[src/rtl/algo_refresh_sched.sv]
// rtl/algo_refresh_sched.sv - refresh-request pacer with postponement credit and bank/row walk
// Optional macro REFR_STAT_EN: builds the saturating 16-bit issued-refresh counter on ref_cnt.
module algo_refresh_sched #(
  parameter int REFFREQ = 6,
  parameter int REFFRHF = 0,
  parameter int NUMRROW = 256,
  parameter int BITRROW = 8,
  parameter int NUMRBNK = 1,
  parameter int BITRBNK = 1,
  parameter int MAXPEND = 4
) (
  input  logic               clk,
  input  logic               rst,
  input  logic               ready,
  input  logic               hold,
  output logic               refr,
  output logic [BITRBNK-1:0] ref_bank,
  output logic [BITRROW-1:0] ref_row,
  output logic               ref_sweep,
  output logic               ref_ovf,
  output logic [15:0]        ref_cnt
);

  typedef enum logic {IDLE, RUN} state_t;

  // cnt is 9 bits so REFFREQ=255 with the half-cycle extension still fits
  localparam logic [8:0]         PERIOD_M1 = 9'(REFFREQ - 1);
  localparam logic               HALF_EN   = (REFFRHF != 0);
  localparam logic [3:0]         MAX_CRED  = 4'(MAXPEND);
  localparam logic [BITRBNK-1:0] LAST_BANK = BITRBNK'(NUMRBNK - 1);
  localparam logic [BITRROW-1:0] LAST_ROW  = BITRROW'(NUMRROW - 1);

  state_t             state_q, state_d;
  logic [8:0]         cnt_q, cnt_d;
  logic [3:0]         credit_q, credit_d;
  logic               half_q, half_d;
  logic [BITRBNK-1:0] bank_ptr_q, bank_ptr_d;
  logic [BITRROW-1:0] row_ptr_q, row_ptr_d;
  logic               refr_q, refr_d;
  logic [BITRBNK-1:0] ref_bank_q, ref_bank_d;
  logic [BITRROW-1:0] ref_row_q, ref_row_d;
  logic               ref_sweep_q, ref_sweep_d;
  logic               ref_ovf_q, ref_ovf_d;

  logic [8:0] period_m1;
  logic       run_act;
  logic       tick;
  logic       issue;

  // Interval, credit and address-walk next-state; a tick that cannot be issued is banked as credit
  always_comb begin
    period_m1   = PERIOD_M1 + {8'd0, HALF_EN & half_q};
    run_act     = (state_q == RUN) && ready;
    tick        = run_act && (cnt_q == period_m1);
    issue       = run_act && !hold && ((credit_q != 4'd0) || tick);

    state_d     = state_q;
    cnt_d       = cnt_q;
    credit_d    = credit_q;
    half_d      = half_q;
    bank_ptr_d  = bank_ptr_q;
    row_ptr_d   = row_ptr_q;
    refr_d      = 1'b0;
    ref_bank_d  = ref_bank_q;
    ref_row_d   = ref_row_q;
    ref_sweep_d = 1'b0;
    ref_ovf_d   = ref_ovf_q;

    case (state_q)
      IDLE: begin
        cnt_d    = 9'd0;
        credit_d = 4'd0;
        half_d   = 1'b0;
        if (ready) begin
          state_d = RUN;
        end
      end
      RUN: begin
        if (!ready) begin
          // Losing ready abandons banked credit and restarts the walk; ref_ovf stays sticky
          state_d    = IDLE;
          cnt_d      = 9'd0;
          credit_d   = 4'd0;
          half_d     = 1'b0;
          bank_ptr_d = '0;
          row_ptr_d  = '0;
        end else begin
          cnt_d = tick ? 9'd0 : (cnt_q + 9'd1);
          if (tick && HALF_EN) begin
            half_d = ~half_q;
          end
          if (tick && !issue) begin
            if (credit_q == MAX_CRED) begin
              ref_ovf_d = 1'b1;
            end else begin
              credit_d = credit_q + 4'd1;
            end
          end else if (!tick && issue) begin
            credit_d = credit_q - 4'd1;
          end
          if (issue) begin
            refr_d      = 1'b1;
            ref_bank_d  = bank_ptr_q;
            ref_row_d   = row_ptr_q;
            ref_sweep_d = (bank_ptr_q == LAST_BANK) && (row_ptr_q == LAST_ROW);
            if (bank_ptr_q == LAST_BANK) begin
              bank_ptr_d = '0;
              row_ptr_d  = (row_ptr_q == LAST_ROW) ? '0 : (row_ptr_q + BITRROW'(1));
            end else begin
              bank_ptr_d = bank_ptr_q + BITRBNK'(1);
            end
          end
        end
      end
      default: state_d = IDLE;
    endcase
  end

  // State and registered outputs
  always_ff @(posedge clk) begin
    if (rst) begin
      state_q     <= IDLE;
      cnt_q       <= 9'd0;
      credit_q    <= 4'd0;
      half_q      <= 1'b0;
      bank_ptr_q  <= '0;
      row_ptr_q   <= '0;
      refr_q      <= 1'b0;
      ref_bank_q  <= '0;
      ref_row_q   <= '0;
      ref_sweep_q <= 1'b0;
      ref_ovf_q   <= 1'b0;
    end else begin
      state_q     <= state_d;
      cnt_q       <= cnt_d;
      credit_q    <= credit_d;
      half_q      <= half_d;
      bank_ptr_q  <= bank_ptr_d;
      row_ptr_q   <= row_ptr_d;
      refr_q      <= refr_d;
      ref_bank_q  <= ref_bank_d;
      ref_row_q   <= ref_row_d;
      ref_sweep_q <= ref_sweep_d;
      ref_ovf_q   <= ref_ovf_d;
    end
  end

  assign refr      = refr_q;
  assign ref_bank  = ref_bank_q;
  assign ref_row   = ref_row_q;
  assign ref_sweep = ref_sweep_q;
  assign ref_ovf   = ref_ovf_q;

`ifdef REFR_STAT_EN
  logic [15:0] stat_cnt_q, stat_cnt_d;

  // Count cycles with refr high, saturating; only rst clears it
  always_comb begin
    stat_cnt_d = stat_cnt_q;
    if (refr_q && (stat_cnt_q != 16'hFFFF)) begin
      stat_cnt_d = stat_cnt_q + 16'd1;
    end
  end

  // Statistics register
  always_ff @(posedge clk) begin
    if (rst) begin
      stat_cnt_q <= 16'd0;
    end else begin
      stat_cnt_q <= stat_cnt_d;
    end
  end

  assign ref_cnt = stat_cnt_q;
`else
  assign ref_cnt = 16'd0;
`endif

endmodule

[config.mk]
export PLATFORM = sky130hd
export DESIGN_NAME = algo_refresh_sched
export DESIGN_NICKNAME = d
export VERILOG_FILES = /design/src/rtl/algo_refresh_sched.sv
export SDC_FILE = /design/constraint.sdc
export NUM_CORES = 1
export LEC_CHECK = 0
export CAP_MARGIN = 25
export CELL_PAD_IN_SITES_DETAIL_PLACEMENT = 1
export CELL_PAD_IN_SITES_GLOBAL_PLACEMENT = 2
export CORE_MARGIN = 3
export CORE_UTILIZATION = 32
export CTS_CLUSTER_SIZE = 8
export DETAILED_ROUTE_END_ITERATION = 6
export PLACE_DENSITY = 0.81
export SYNTH_ARGS = -nofsm -noshare
export SYNTH_HDL_FRONTEND = slang
export SYNTH_SLANG_ARGS = --single-unit
[constraint.sdc]
create_clock -name clk -period 3.5 [get_ports clk]
set_clock_uncertainty 0.2 [all_clocks]
set_input_delay 0.525 -clock clk [delete_from_list [all_inputs] [get_ports clk]]
set_output_delay 0.525 -clock clk [all_outputs]
set_load 0.02 [all_outputs]
== After elaboration in Yosys (flattened, before gate mapping) ==
Index checks and enable logic that the tools add are counted.

* Add/sub/neg operators: 5
* Eq/ne operators: 7
* Mux-type cells: 17
* Bitwise operators: 4
* Reduce and logical (&&, ||, !) cells: 19

{| class="wikitable"
|+ Operators with widths
! cell !! count
|-
| $mux W8 || 4
|-
| $mux W9 || 2
|-
| $pmux W9 S2 || 1
|-
| $mux W4 || 4
|-
| $add A9 B1 Y9 const B || 1
|-
| $eq A9 B3 Y1 const B || 1
|-
| $add A8 B1 Y8 const B || 1
|-
| $eq A8 B8 Y1 const B || 1
|-
| $pmux W4 S2 || 1
|-
| $logic_and A1 B1 Y1 || 7
|-
| $reduce_and A3 Y1 || 2
|-
| $mux W1 || 5
|-
| $add A4 B1 Y4 const B || 1
|-
| $eq A4 B3 Y1 const B || 1
|-
| $ne A4 B2 Y1 const B || 1
|-
| $ne A4 B4 Y1 const B || 1
|-
| $not A1 Y1 || 4
|-
| $reduce_and A2 Y1 || 2
|-
| $reduce_and A4 Y1 || 1
|-
| $reduce_bool A4 Y1 || 1
|-
| $reduce_or A4 Y1 || 1
|-
| $sub A4 B1 Y4 const B || 1
|-
| $logic_not A1 Y1 || 3
|-
| $reduce_or A3 Y1 || 1
|-
| other kinds (4) || 4
|}

* Flip-flop bits (word level): 35
* Input bits: 4
* Output and inout port bits: 28
* Word-level logic and storage cells: 62

== Longest topological paths before layout ==
Gate-level depths: netlist of the first run.

* Depth after elaboration: 9
* Gate-level depth with buffers: 14
* Mapped depth without buffers: 13

== Worst setup path before layout of the first run ==
Ideal clock, no wire load.

* Path type: register -> register
* From: reg cnt_q[1]
* To: reg credit_q[3]
* Setup time: 72 ps
* Arrival: 2,809 ps
* Required time: 3,228 ps
* Setup slack: 419 ps
* Stages on the path, launching flop included: 15
* Path buffers: 1
* Clock period less this slack: 3,081 ps
* Cell sequence: dfxtp_1 > inv_1 > ha_1 > and4bb_2 > a211oi_4 > nor3_1 > buf_4 > inv_1 > ha_1 > inv_1 > ha_1 > a21o_1 > a21oi_1 > mux2i_1 > mux2i_1

* Word-level cells in the longest chain between the ends: 9
* Elaborated cells between the ends (all ways): 14
* Those cells by class: 3 x eq/ne; 3 x mux; 8 x reduce/logical

{| class="wikitable"
|+ RTL lines
! what !! RTL line !! RTL
|-
| start, declared || 34 || <nowiki>logic [8:0] cnt_q, cnt_d;</nowiki>
|-
| start signal, assigned || 135 || <nowiki>cnt_q <= cnt_d;</nowiki>
|-
| $eq A9 B3 Y1 (*) || 54 || <nowiki>tick = run_act && (cnt_q == period_m1);</nowiki>
|-
| $logic_and A1 B1 Y1 (*) || 54 ||
|-
| $logic_or A1 B1 Y1 || 55 || <nowiki>issue = run_act && !hold && ((credit_q != 4'd0) || tick);</nowiki>
|-
| $logic_and A1 B1 Y1 || 55 ||
|-
| $logic_not A1 Y1 || 92 || <nowiki>if (tick && !issue) begin</nowiki>
|-
| $logic_and A1 B1 Y1 || 92 ||
|-
| $mux W4 || 92 ||
|-
| $mux W4 || 79 || <nowiki>if (!ready) begin</nowiki>
|-
| $pmux W4 S2 || 69 || <nowiki>case (state_q)</nowiki>
|-
| end signal, assigned || 136 || <nowiki>credit_q <= credit_d;</nowiki>
|-
| end, declared || 35 || <nowiki>logic [3:0] credit_q, credit_d;</nowiki>
|}

Mark *: on every way between the ends. The rest lies on a longest branch, timed or not.
A chain may end at the register's enable or synchronous reset.

== Worst setup path after layout of the first run ==
Ends and elaborated chain as after synthesis.

==> impl_results.md, run 1 <==
* Hold path endpoint: ref_row[4]
* Worst reg-to-reg setup slack at 0.27 ns
* CP Launch Type: flip-flop
* Register area share after synthesis at 0.368
* Minimum clock period at 3.23 ns
* Fmax at 310 MHz
* Yosys reg bits at 33
* Post-CTS Setup Inserts at 0
* Die width at 80.9 microns
* Skew-Pair Late Insertion Delay at 0.28 ns
* Area delta synth->final at 14.3%
* H-tree Lvls at 2
* Leakage power at 0.731 nW
* CP max stage cell: dfxtp_1
* First-pass DRT Iterations at 4
* Final period util at 0.922
* Routability cong. at 0.785
* Syn avg cell area at 9.15 sq um
* NumNets Final at 225
* Most frequent cells in the layout: dfxtp_1 (33), nor2_1 (22), conb_1 (17), nand2b_1 (16), clkdlybuf4s50_1 (14)
* Cts hold-fix bufs at 0
* Row count at 26
* Inserted Diodes at 0
* EDFF count, synth at 0
* CTS buffer count at 5
* Antenna Nets Post-Route at 0
* Area of the mapped netlist at 1790 sq um
* Crit Path Class: flip-flop to flip-flop
* WP data required at 3.51 ns
* Share of layout cells above drive strength 1 at 0.0837
* Initial antenna violation count at 0
* CTS tree: yes
* Reg power frac at 0.513
* Most common cell after layout, fill and taps aside: dfxtp_1
* CTS sink cnt at 33
* PwrDens at 360 nW/um^2
* Worst hold path cell count at 2
* GRT overflow at 0
* Largest net degree at the start of global routing at 26
* Vias per cell at 4.81
* Total die area at 6540 sq um
* CP max stage delay at 0.41 ns
* YS warnings at 0
* Prevailing post-synth register cell: dfxtp_1
* Die Y at 80.9 microns
* Critical R2R Capture: credit_q[3]
* Internal power at 0.000566 W
* Global Route Usage Sum at 0.127
* Total I/O pin count at 32
* IO Port Bufs at 14
* Max Buffers Root-to-Sink at 2
* Number of global-route vias before repair at 1341
* Final Max Tran Viols at 0
* Switching Share at 0.234
* Clk pin slew, worst setup/hold paths at 0.07 ns
* Worst hold start: ref_row[4]
* Combinational share of power at 0.058
* Setup TNS at 0 ns
* Unrepaired setup endpoints after global routing: no
* Root Buffer: clkbuf_8
* CP cell instances: inv_1 -> ha_1 -> and4bb_2 -> a211oi_4 -> nor3_1 -> inv_1 -> ha_1 -> inv_1 -> ha_1 -> a21o_1 -> a21oi_1 -> mux2i_1 -> mux2i_1
* Cell count after synthesis at 196
* Hold Crit Class: flip-flop to flip-flop
* Synth cell types at 45
* DR WL/cell at 13.2 microns
* Status: completed
* CP arrival at 3.24 ns
* Core Area at 5270 sq um
* Residual DRC at 0
* Switch Pwr at 0.000173 W
* Vias at 1371
* Detailed Route WL at 3770 microns
* Hold WS at 0.273 ns
* R2R depth at 13
* Max-cap violations at 0
* Critical Path End Type: flip-flop
* Final setup viols at 0
* Global-route wire length before repair at 6480 microns
* Async set-or-reset flop fraction in the synthesized netlist at 0
* VDD IR max at 0.000112 V
* Initial Util at 0.340
* RR Startpoint: cnt_q[1]
* Crit path max fanout at 9
* Final HPWL DP at 2790 microns
* DR iter-0 viols at 95
* Clk network pwr share at 0.429
* Final hold viol count at 0
* Power consumption at 0.000738 W
[synthesized netlist by cell type (all sizes together), types with 2 or more instances]
master	number	area (sq um)
nand2b	16	100
ha	6	75.1
or2	2	12.5
dfxtp	33	661
nand3	7	35.0
clkbuf	3	12.5
inv	8	30.0
nand4	3	18.8
nor3	3	15.0
nor4	2	27.5
o22ai	3	18.8
xor2	6	52.6
buf	19	143
xnor2	3	26.3
or3	3	18.8
nand2	11	48.8
and3	3	18.8
nor2	22	82.6
mux2i	11	110
a21oi	2	10.0
and4	2	17.5
a31oi	5	31.3
a211oi	5	50.1
or4b	3	30.0
[worst max-delay path by stage]
stage | startpoint | to | cells past startpoint
2_1_floorplan | cnt_q[1] | credit_q[3] | 14
3_3_place_gp | hold | credit_q[3] | 10
3_5_place_dp | cnt_q[1] | credit_q[3] | 13
4_1_cts | cnt_q[1] | credit_q[3] | 13
5_1_grt | cnt_q[1] | credit_q[3] | 13
6_report | cnt_q[1] | credit_q[3] | 13
[logic make-up after synthesis]
family / synth area share
fa+ha+maj: 0.0530
other cells: 0.00209
xor+xnor: 0.0440
compound gates: 0.107
simple gates: 0.261
buf+inv: 0.103
flops: 0.368
mux: 0.0614
[per-stage QoR]
step                setup slack (ns)   util  instances  instance area [sq um]
global placement               0.381  0.370        277                   1950
floorplan                      0.419      -        212                   1850
global route                  0.0148  0.389        285                   2050
detailed placement             0.243  0.370        277                   1950
CTS                            0.221  0.389        285                   2050
finish                         0.275  0.389        285                   2050
[layer usage]
metal	GRT usage	routed length, microns	up-vias	share of wire
li1	-	-	684	-
met1	0.178	1910	639	0.51
met2	0.183	1550	42	0.41
met3	0.0388	239	6	0.063
met4	0.0422	64	0	0.017
met5	0	0	-	0
[timing repair]
| item | 4_1_cts | 5_1_grt |
|---|---|---|
| hold endpoints to repair | 0 | 0 |
| endpoints found under the setup margin | 0 | 1 |
| resized for setup | 0 | 0 |
[state kept, by name (all words and copies together), names as in the netlist]
register	flops
credit_q	4
refr	1
cnt_q	9
ref_sweep	1
ref_row	8
ref_ovf	1
row_ptr_q	8
state_q	1
[cell type report]
type | count | area (sq um)
clock buffers | 7 | 96.3
clock inverters | 1 | 5.00
fillers | 649 | 3220
inverters | 8 | 30.0
multi-input cells | 149 | 1010
flip-flops and latches | 33 | 661
well taps | 70 | 87.6
repair buffers | 17 | 163
[power groups by stage]
stage | Sequential (W) | Clock, W | Combinational [W]
finish | 0.000379 | 0.000317 | 0.0000425
global route | 0.000379 | 0.000353 | 0.0000467
CTS | 0.000379 | 0.000327 | 0.0000422
detailed placement | 0.000388 | 0 | 0.0000421
global placement | 0.000388 | 0 | 0.0000427
floorplan | 0.000387 | 0 | 0.0000467
[critical path, delay by kind of cell, from the launching register on]
kind | cells | cell delay [ns]
multiplexers | 2 | 0.42
AO/OA/AOI/OAI | 3 | 0.74
buffers and inverters | 3 | 0.30
AND/OR/NAND/NOR | 2 | 0.38
flip-flops | 1 | 0.41
adder cells (fa/ha/maj) | 3 | 0.71
(Power assumes the default switching activity.)
==> run 2, diff against run 1 <==
--- a/config.mk
+++ b/config.mk
@@ -10,9 +10,11 @@
 export CELL_PAD_IN_SITES_GLOBAL_PLACEMENT = 2
 export CORE_MARGIN = 3
 export CORE_UTILIZATION = 32
+export CTS_CLUSTER_DIAMETER = 100
 export CTS_CLUSTER_SIZE = 8
 export DETAILED_ROUTE_END_ITERATION = 6
 export PLACE_DENSITY = 0.81
+export SETUP_SLACK_MARGIN = 0.15
 export SYNTH_ARGS = -nofsm -noshare
 export SYNTH_HDL_FRONTEND = slang
 export SYNTH_SLANG_ARGS = --single-unit
==> run 2 against run 1 <==
Against the previous run: sequential share of layout area decreased by 0.12 points; sequential cell count stayed put; critical endpoint unchanged; global-route usage did not move; largest power group unchanged; fmax grew 7.0%; count of clock-buffer cells in the layout unchanged.
==> impl_results.md, run 2 (synthesized netlist as in run 1, its figures left out) <==
* Fin util at 0.390 (was 0.389)
* Root Buffer: clkbuf_8 (unchanged)
* Setup WS pre-CTS at 0.243 ns (unchanged)
* Die width at 80.9 microns (unchanged)
* Post-CTS Setup Inserts at 0 (unchanged)
* Setup TNS at 0 ns (unchanged)
* CP arrival at 3.03 ns (was 3.24 ns)
* DR iter-0 viols at 84 (was 95)
* CP bufs+invs at 3 (unchanged)
* Row count at 26 (unchanged)
* Final period util at 0.861 (was 0.922)
* Fmax at 332 MHz (was 310 MHz)
* H-tree Lvls at 2 (unchanged)
* Vias per cell at 4.80 (was 4.81)
* Crit path max fanout at 5 (was 9)
* Post-CTS resize count at 0 (unchanged)
* Unrepaired setup endpoints after global routing: no (unchanged)
* Largest Register: cnt_q (unchanged)
* Global Route Usage Sum at 0.127 (unchanged)
* Antenna Nets Post-Route at 0 (unchanged)
* WP data required at 3.51 ns (about the same)
* Slack of the critical path at 0.486 ns (was 0.275 ns)
* Skew-Pair Late Insertion Delay at 0.28 ns (about the same)
* GRT overflow at 0 (unchanged)
* Initial Util at 0.340 (unchanged)
* CTS tree: yes (unchanged)
* Die Y at 80.9 microns (unchanged)
* Final Max Tran Viols at 0 (unchanged)
* Vias at 1374 (was 1371)
* Total die area at 6540 sq um (unchanged)
* Final setup viols at 0 (unchanged)
* Max Buffers Root-to-Sink at 2 (unchanged)
* Global-route wire length before repair at 6480 microns (unchanged)
* Share of layout cells above drive strength 1 at 0.0880 (was 0.0837)
* Max FFs per register at 9 (unchanged)
* Crit Path Class: flip-flop to flip-flop (unchanged)
* Final hold viol count at 0 (unchanged)
* PwrDens at 359 nW/um^2 (was 360 nW/um^2)
* CP max stage delay at 0.41 ns (about the same)
* Detailed Route WL at 3770 microns (about the same)
* Most common cell after layout, fill and taps aside: dfxtp_1 (unchanged)
* Max-cap violations at 0 (unchanged)
* Cts hold-fix bufs at 0 (unchanged)
* Final HPWL DP at 2790 microns (unchanged)
* Area delta synth->final at 14.7% (was 14.3%)
* Status: completed (unchanged)
* CTS buffer count at 5 (unchanged)
* Residual DRC at 0 (unchanged)
* Largest net degree at the start of global routing at 26 (unchanged)
* VDD IR max at 0.000113 V (was 0.000112 V)
* CTS sink cnt at 33 (unchanged)
* Minimum clock period at 3.01 ns (was 3.23 ns)
* CP cell instances: inv_1 -> ha_1 -> and4bb_2 -> a211oi_4 -> nor3_1 -> inv_1 -> ha_1 -> inv_1 -> ha_1 -> a21o_1 -> a21oi_1 -> mux2i_1 -> mux2i_1 (unchanged)
* Most frequent cells in the layout: dfxtp_1 (33), nor2_1 (22), conb_1 (17), nand2b_1 (16), clkdlybuf4s50_1 (14) (unchanged)
* Total I/O pin count at 32 (unchanged)
* CP max stage cell: dfxtp_1 (unchanged)
* CP Launch Type: flip-flop (unchanged)
* Core Area at 5270 sq um (unchanged)
* Routability cong. at 0.785 (unchanged)
* Clk pin slew, worst setup/hold paths at 0.07 ns (about the same)
* NumNets Final at 226 (was 225)
* IO Port Bufs at 14 (unchanged)
* Initial antenna violation count at 0 (unchanged)
* Hold Crit Class: flip-flop to flip-flop (unchanged)
* First-pass DRT Iterations at 4 (unchanged)
* Inserted Diodes at 0 (unchanged)
* Number of global-route vias before repair at 1341 (unchanged)
* Critical Path End Type: flip-flop (unchanged)
* DR WL/cell at 13.2 microns (about the same)
* Leakage power at 0.735 nW (was 0.731 nW)
* Top Family by Delay on Critical Path: adder cells (was compound AO/OA/AOI/OAI gates)
## run 2: cell types whose count changed in the layout (fill, tap and decap cells not counted)
cell | before | now
buf_4 | 3 | 4
## run 2: final timing paths
| check | end | from | cells past startpoint | slack [ns] |
|---|---|---|---|---|
| worst min-delay path | ref_row[4] | ref_row[4] | 2 | 0.27 |
| worst max register to register | credit_q[3] | cnt_q[1] | 13 | 0.49 |
| worst max-delay path | credit_q[3] | cnt_q[1] | 13 | 0.49 |
| worst min register to register | ref_row[4] | ref_row[4] | 2 | 0.27 |
## run 2: through the flow
step                      total power (W)  hold WS (ns)  std cells  instance area [sq um]
after floorplan                  0.000433         0.253        212                   1850
after global placement           0.000430         0.259        277                   1950
after detailed placement         0.000430         0.262        277                   1950
after CTS                        0.000748         0.280        285                   2050
after global routing             0.000779         0.296        286                   2060
final                            0.000739         0.272        286                   2060
## run 2: worst min-delay path, stage by stage (launching register included)
cell and delay (ns):
dfxtp_1 0.31, nand2b_1 0.06, mux2i_1 0.05
## run 2: where the power goes
part	leakage (nW)	internal [W]	switching, W	total, W
clock	0.0542	0.000178	0.000140	0.000317
sequential	0.266	0.000377	0.00000232	0.000379
combinational	0.415	0.0000113	0.0000312	0.0000425
## run 2: final cells by class
cell class                      instances  area, sq um
Clock buffer                            7         96.3
Clock inverter                          1         5.00
Timing Repair Buffer                   18          170
Inverter                                8         30.0
Tap cell                               70         87.6
Sequential cell                        33          661
Multi-Input combinational cell        149         1010
Fill cell                             648         3210
## run 2: layer usage
metal,track usage,part of all wire
met1,0.178,0.51
met2,0.183,0.41
met3,0.0388,0.063
met4,0.0422,0.017
met5,0,0
==> RTL edit 1: new RTL, flow settings as in run 2 <==
The parameter `BITRROW` goes from 8 to 4.
--- a/src/rtl/algo_refresh_sched.sv
+++ b/src/rtl/algo_refresh_sched.sv
@@ -4,7 +4,7 @@
   parameter int REFFREQ = 6,
   parameter int REFFRHF = 0,
   parameter int NUMRROW = 256,
-  parameter int BITRROW = 8,
+  parameter int BITRROW = 4,
   parameter int NUMRBNK = 1,
   parameter int BITRBNK = 1,
   parameter int MAXPEND = 4
Interface: changed (resized ref_row); port bits go from 32 to 28. No check against the original RTL was run, so the function may have changed too.
==> RTL edit 1 against run 2 <==
Total power down 31%. Routed wire length down 21%. Largest power group unchanged. Non-clock buffer count down 4. Worst hold slack better by 0.012 ns. Critical endpoint is now credit_q[2]. Synthesized area down 22%. Cell area down 25%. Setup slack better by 0.13 ns. Sequential cell count down 8. Cell count down 24%. Clock power down 43%.
==> RTL edit 1: results (changes against run 2) <==
crit_family: "simple AND/OR/NAND/NOR gates"  # was adder cells
yosysTopAreaCellShare_pct: 35.8  # was 36.8%
first_iter_violations: 106  # was 84
ys_types: 42  # was 45
io_buffer_count: 10  # was 14
reg2reg_depth: 10  # was 13
critPathMaxFanout: 6  # was 5
slowest_delay_ns: 0.43  # was 0.41 ns
clkSlewWorstSetupHoldPaths_ns: 0.09  # was 0.07 ns
fmax_mhz: 346  # was 332 MHz
placed_area_um2: 1490  # was 1950 um2
fin_nets: 178  # was 226
grt_pass1_vias: 1069  # was 1341
track_usage_pct: 12.1  # was 12.7%
clk_path_buf_depth: 2  # unchanged
status: "complete, no violations"  # unchanged
total_leakage_power_nw: 0.601  # was 0.735 nW
avgSynthCellArea_um2: 9.02  # was 9.15 um2
r2r_end: "credit_q[2]"  # was credit_q[3]
rr_startpoint: "cnt_q[0]"  # was cnt_q[1]
hold_ws_ns: 0.283  # was 0.272 ns
place_congestion: 0.815  # was 0.785
numCtsBuffers: 3  # was 5
yosys_warnings: 0  # unchanged
min_from: "ref_ovf"  # was ref_row[4]
worst_ep_arrival_time_ns: 2.88  # was 3.03 ns
via_per_inst: 4.96  # was 4.80
htree_levels: 1  # was 2
wl_mm: 2.97  # was 3.77 mm
synthTopCellsByArea: "dfxtp_1, buf_4, nor2_1"  # was dfxtp_1, buf_4, mux2i_1
hold_end: "ref_ovf"  # was ref_row[4]
drive_gt1_share_pct: 8.93  # was 8.80%
dpl.cell_count: 214  # was 277
synth-seq-area-share_pct: 35.8  # was 36.8%
peakVddDrop_v: 0.000293  # was 0.000113 V
hpwlAfterDp_mm: 2.37  # was 2.79 mm
grt_start_max_net_pins: 17  # was 26
## RTL edit 1: changes by cell type after synthesis, sizes merged, moves of 3 or more
cell,delta
nand2,-5
xor2,+3
o22ai,-3
a31oi,-3
a211oi,-3
dfxtp,-8
nand2b,-14
inv,-5
mux2i,-6
## RTL edit 1: worst max path at each step
stage                        start           to  cells after the start
final                     cnt_q[0]  credit_q[2]                     10
after global routing      cnt_q[0]  credit_q[2]                     10
after CTS                 cnt_q[0]  credit_q[2]                     10
after detailed placement     ready  credit_q[2]                     10
after global placement       ready  credit_q[2]                     10
after floorplan           cnt_q[0]  credit_q[2]                     10
## RTL edit 1: cell type report
type,instances,area [um2]
clock buffers,3,41.3
fillers,498,2570
clock inverters,1,8.76
flip-flops and latches,25,500
multi-input cells,122,790
well taps,50,62.6
inverters,3,11.3
repair buffers,14,130
## RTL edit 1: kinds of logic (layout without fill, tap and decap cells)
family | after synthesis | in the layout | share of synthesized area [%]
other | 1 | 17 | 0.268
xor gates and xnor gates | 11 | 11 | 6.89
AOI/OAI and AO/OA | 19 | 19 | 10.6
buffers and inverters | 24 | 21 | 12.1
adders and majority gates | 5 | 5 | 4.47
DFF | 25 | 25 | 35.8
muxes | 5 | 5 | 3.58
and+or+nand+nor | 65 | 65 | 26.4
## RTL edit 1: power groups by stage
stage	clock network, W	registers (W)	logic, W
final	0.000182	0.000288	0.0000379
after global routing	0.000206	0.000288	0.0000417
after CTS	0.000194	0.000288	0.0000374
after detailed placement	0	0.000294	0.0000373
after global placement	0	0.000295	0.0000372
after floorplan	0	0.000294	0.0000425
## RTL edit 1: metal layers
metal	track usage, %	share of wire, %	wire [um]
met1	14.8	44	1300
met2	21.2	52	1550
met3	3.05	3.6	107
met4	2.51	0.34	10
met5	0	0	0
==> RTL edit 2: new RTL, flow settings as in run 2 <==
Made on the original files. Put one more register stage on the output `ref_ovf`, with the module's reset. The value now appears one clock later. The other outputs are not delayed to match.
--- a/src/rtl/algo_refresh_sched.sv
+++ b/src/rtl/algo_refresh_sched.sv
@@ -149,7 +149,13 @@
   assign ref_bank  = ref_bank_q;
   assign ref_row   = ref_row_q;
   assign ref_sweep = ref_sweep_q;
-  assign ref_ovf   = ref_ovf_q;
+  always_ff @(posedge clk) begin
+    if (rst) begin
+      ref_ovf <= '0;
+    end else begin
+      ref_ovf <= ref_ovf_q;
+    end
+  end
 
 `ifdef REFR_STAT_EN
   logic [15:0] stat_cnt_q, stat_cnt_d;
Function: no difference found for any inputs over 10 cycles, from zero or initial values and one cycle with rst high; that may be too few to reach the edited logic, so the function may still have changed.
==> RTL edit 2 against run 2 <==
Non-clock buffer count up 1. First-iteration DRC count up 17%. Total power down 0.54%. Sequential power up 3%. Cell area up 1.2%. Global-route usage up 0.69 points. Via count up 1.3%. Count of clock-buffer cells in the layout unchanged. Routed wire length up 6.1%. Synthesized area up 1.5%. Setup slack worse by 0.011 ns. Sequential cell count up 1. Largest cell class unchanged.
==> RTL edit 2: results (changes against run 2) <==
status: "complete, no violations"  # unchanged
numCtsBuffers: 5  # unchanged
htree_levels: 2  # unchanged
grt_start_max_net_pins: 18  # was 26
hold_class: "reg2reg"  # unchanged
ys_types: 46  # was 45
synth_common_cells: "dfxtp_1, nor2_1, buf_4"  # unchanged
fin_nets: 229  # was 226
largest_reg_flops: 9  # unchanged
yosys_warnings: 0  # unchanged
synthTopCellsByArea: "dfxtp_1, buf_4, mux2i_1"  # unchanged
hpwlAfterDp_mm: 2.96  # was 2.79 mm
crit_family: "adder cells"  # unchanged
io_buffer_count: 14  # unchanged
cts_setup_buffers: 0  # unchanged
reg2reg_depth: 13  # unchanged
rr_startpoint: "cnt_q[1]"  # unchanged
cts_resized: 0  # unchanged
yosys_most_used_dff: "dfxtp_1"  # unchanged
peakVddDrop_v: 0.000147  # was 0.000113 V
cpMaxStageDelayCell: "dfxtp_1"  # unchanged
root_buffer: "clkbuf_8"  # unchanged
clk_path_buf_depth: 2  # unchanged
wl_mm: 4.00  # was 3.77 mm
worst_ep_arrival_time_ns: 3.05  # was 3.03 ns
critPathMaxFanout: 5  # unchanged
clkSlewWorstSetupHoldPaths_ns: 0.06
dr.pass1.iters: 4  # unchanged
antenna_found_initial: 0  # unchanged
total_leakage_power_nw: 0.744  # was 0.735 nW
drive_gt1_share_pct: 8.68  # was 8.80%
placed_area_um2: 1970  # was 1950 um2
slowest_delay_ns: 0.40
ys_async_sr_fraction_pct: 0  # unchanged
detailroute.via_count: 1392  # was 1374
r2r_slack_ns: 0.47
fill_cells: 634  # was 648
synth-seq-area-share_pct: 37.4  # was 36.8%
first_iter_violations: 98  # was 84
regMostFlops: "cnt_q"  # unchanged
grt_pass1_vias: 1307  # was 1341
hold_end: "ref_ovf"  # was ref_row[4]
r2r_end: "credit_q[3]"  # unchanged
clock_latency_ns: 0.29
min_from: "ref_ovf_q"  # was ref_row[4]
grt_pass1_wl_mm: 6.71  # was 6.48 mm
holdPathStages: 1  # was 2
antenna_cells: 0  # unchanged
track_usage_pct: 13.4  # was 12.7%
place_congestion: 0.778  # was 0.785
[RTL edit 2: cells by family after synthesis]
group | share of synthesized area [%]
buffers and inverters | 10.2
DFF | 37.4
and+or+nand+nor | 26.1
adders and majority gates | 5.23
other | 0.206
muxes | 6.05
AOI/OAI and AO/OA | 10.5
xor gates and xnor gates | 4.33
[RTL edit 2: area by class of cell]
type                    instances  area share [%]
well taps                      70            4.21
clock buffers                   7            4.15
multi-input cells             150            48.7
clock inverters                 1           0.241
repair buffers                 19            8.54
flip-flops and latches         34            32.7
inverters                       8            1.44
[RTL edit 2: power breakdown]
part           internal [W]  leakage [nW]  switching, W  total (W)
combinational     0.0000113         0.421     0.0000323  0.0000435
sequential         0.000388         0.274    0.00000224   0.000390
clock              0.000159        0.0482      0.000143   0.000301
total              0.000558         0.744      0.000177   0.000735
[RTL edit 2: per-stage QoR]
stage	hold slack (ns)	setup slack, ns	instances	utilization [%]
after floorplan	0.229	0.419	214	-
after global placement	0.255	0.379	279	37.2
after detailed placement	0.263	0.307	279	37.2
after CTS	0.280	0.274	287	39.0
after global routing	0.297	0.242	289	39.2
final	0.272	0.475	289	39.2
[RTL edit 2: layer usage]
metal,GRT usage [%],vias to the layer above,routed length [um]
met5,0,-,0
met4,5.07,0,65
met3,3.88,5,216
met2,19.9,30,1770
met1,18.1,662,1950
li1,-,695,-
[RTL edit 2: worst max path at each step]
stage | from | end | slack (ns) | depth (start not counted)
4_1_cts | cnt_q[1] | credit_q[3] | 0.27 | 13
5_1_grt | cnt_q[1] | credit_q[3] | 0.24 | 13
3_5_place_dp | cnt_q[1] | credit_q[3] | 0.31 | 13
6_report | cnt_q[1] | credit_q[3] | 0.47 | 13
2_1_floorplan | cnt_q[1] | credit_q[3] | 0.42 | 14
3_3_place_gp | cnt_q[1] | credit_q[3] | 0.38 | 13
[RTL edit 2: worst register-to-register path, stage by stage (launching register included)]
cell      delay (ns)
dfxtp_1         0.40
inv_1           0.06
ha_1            0.17
and4bb_2        0.26
a211oi_4        0.25
nor3_1          0.09
inv_1           0.12
ha_1            0.26
inv_1           0.11
ha_1            0.28
a21o_1          0.17
a21oi_1         0.17
mux2i_1         0.23
mux2i_1         0.19
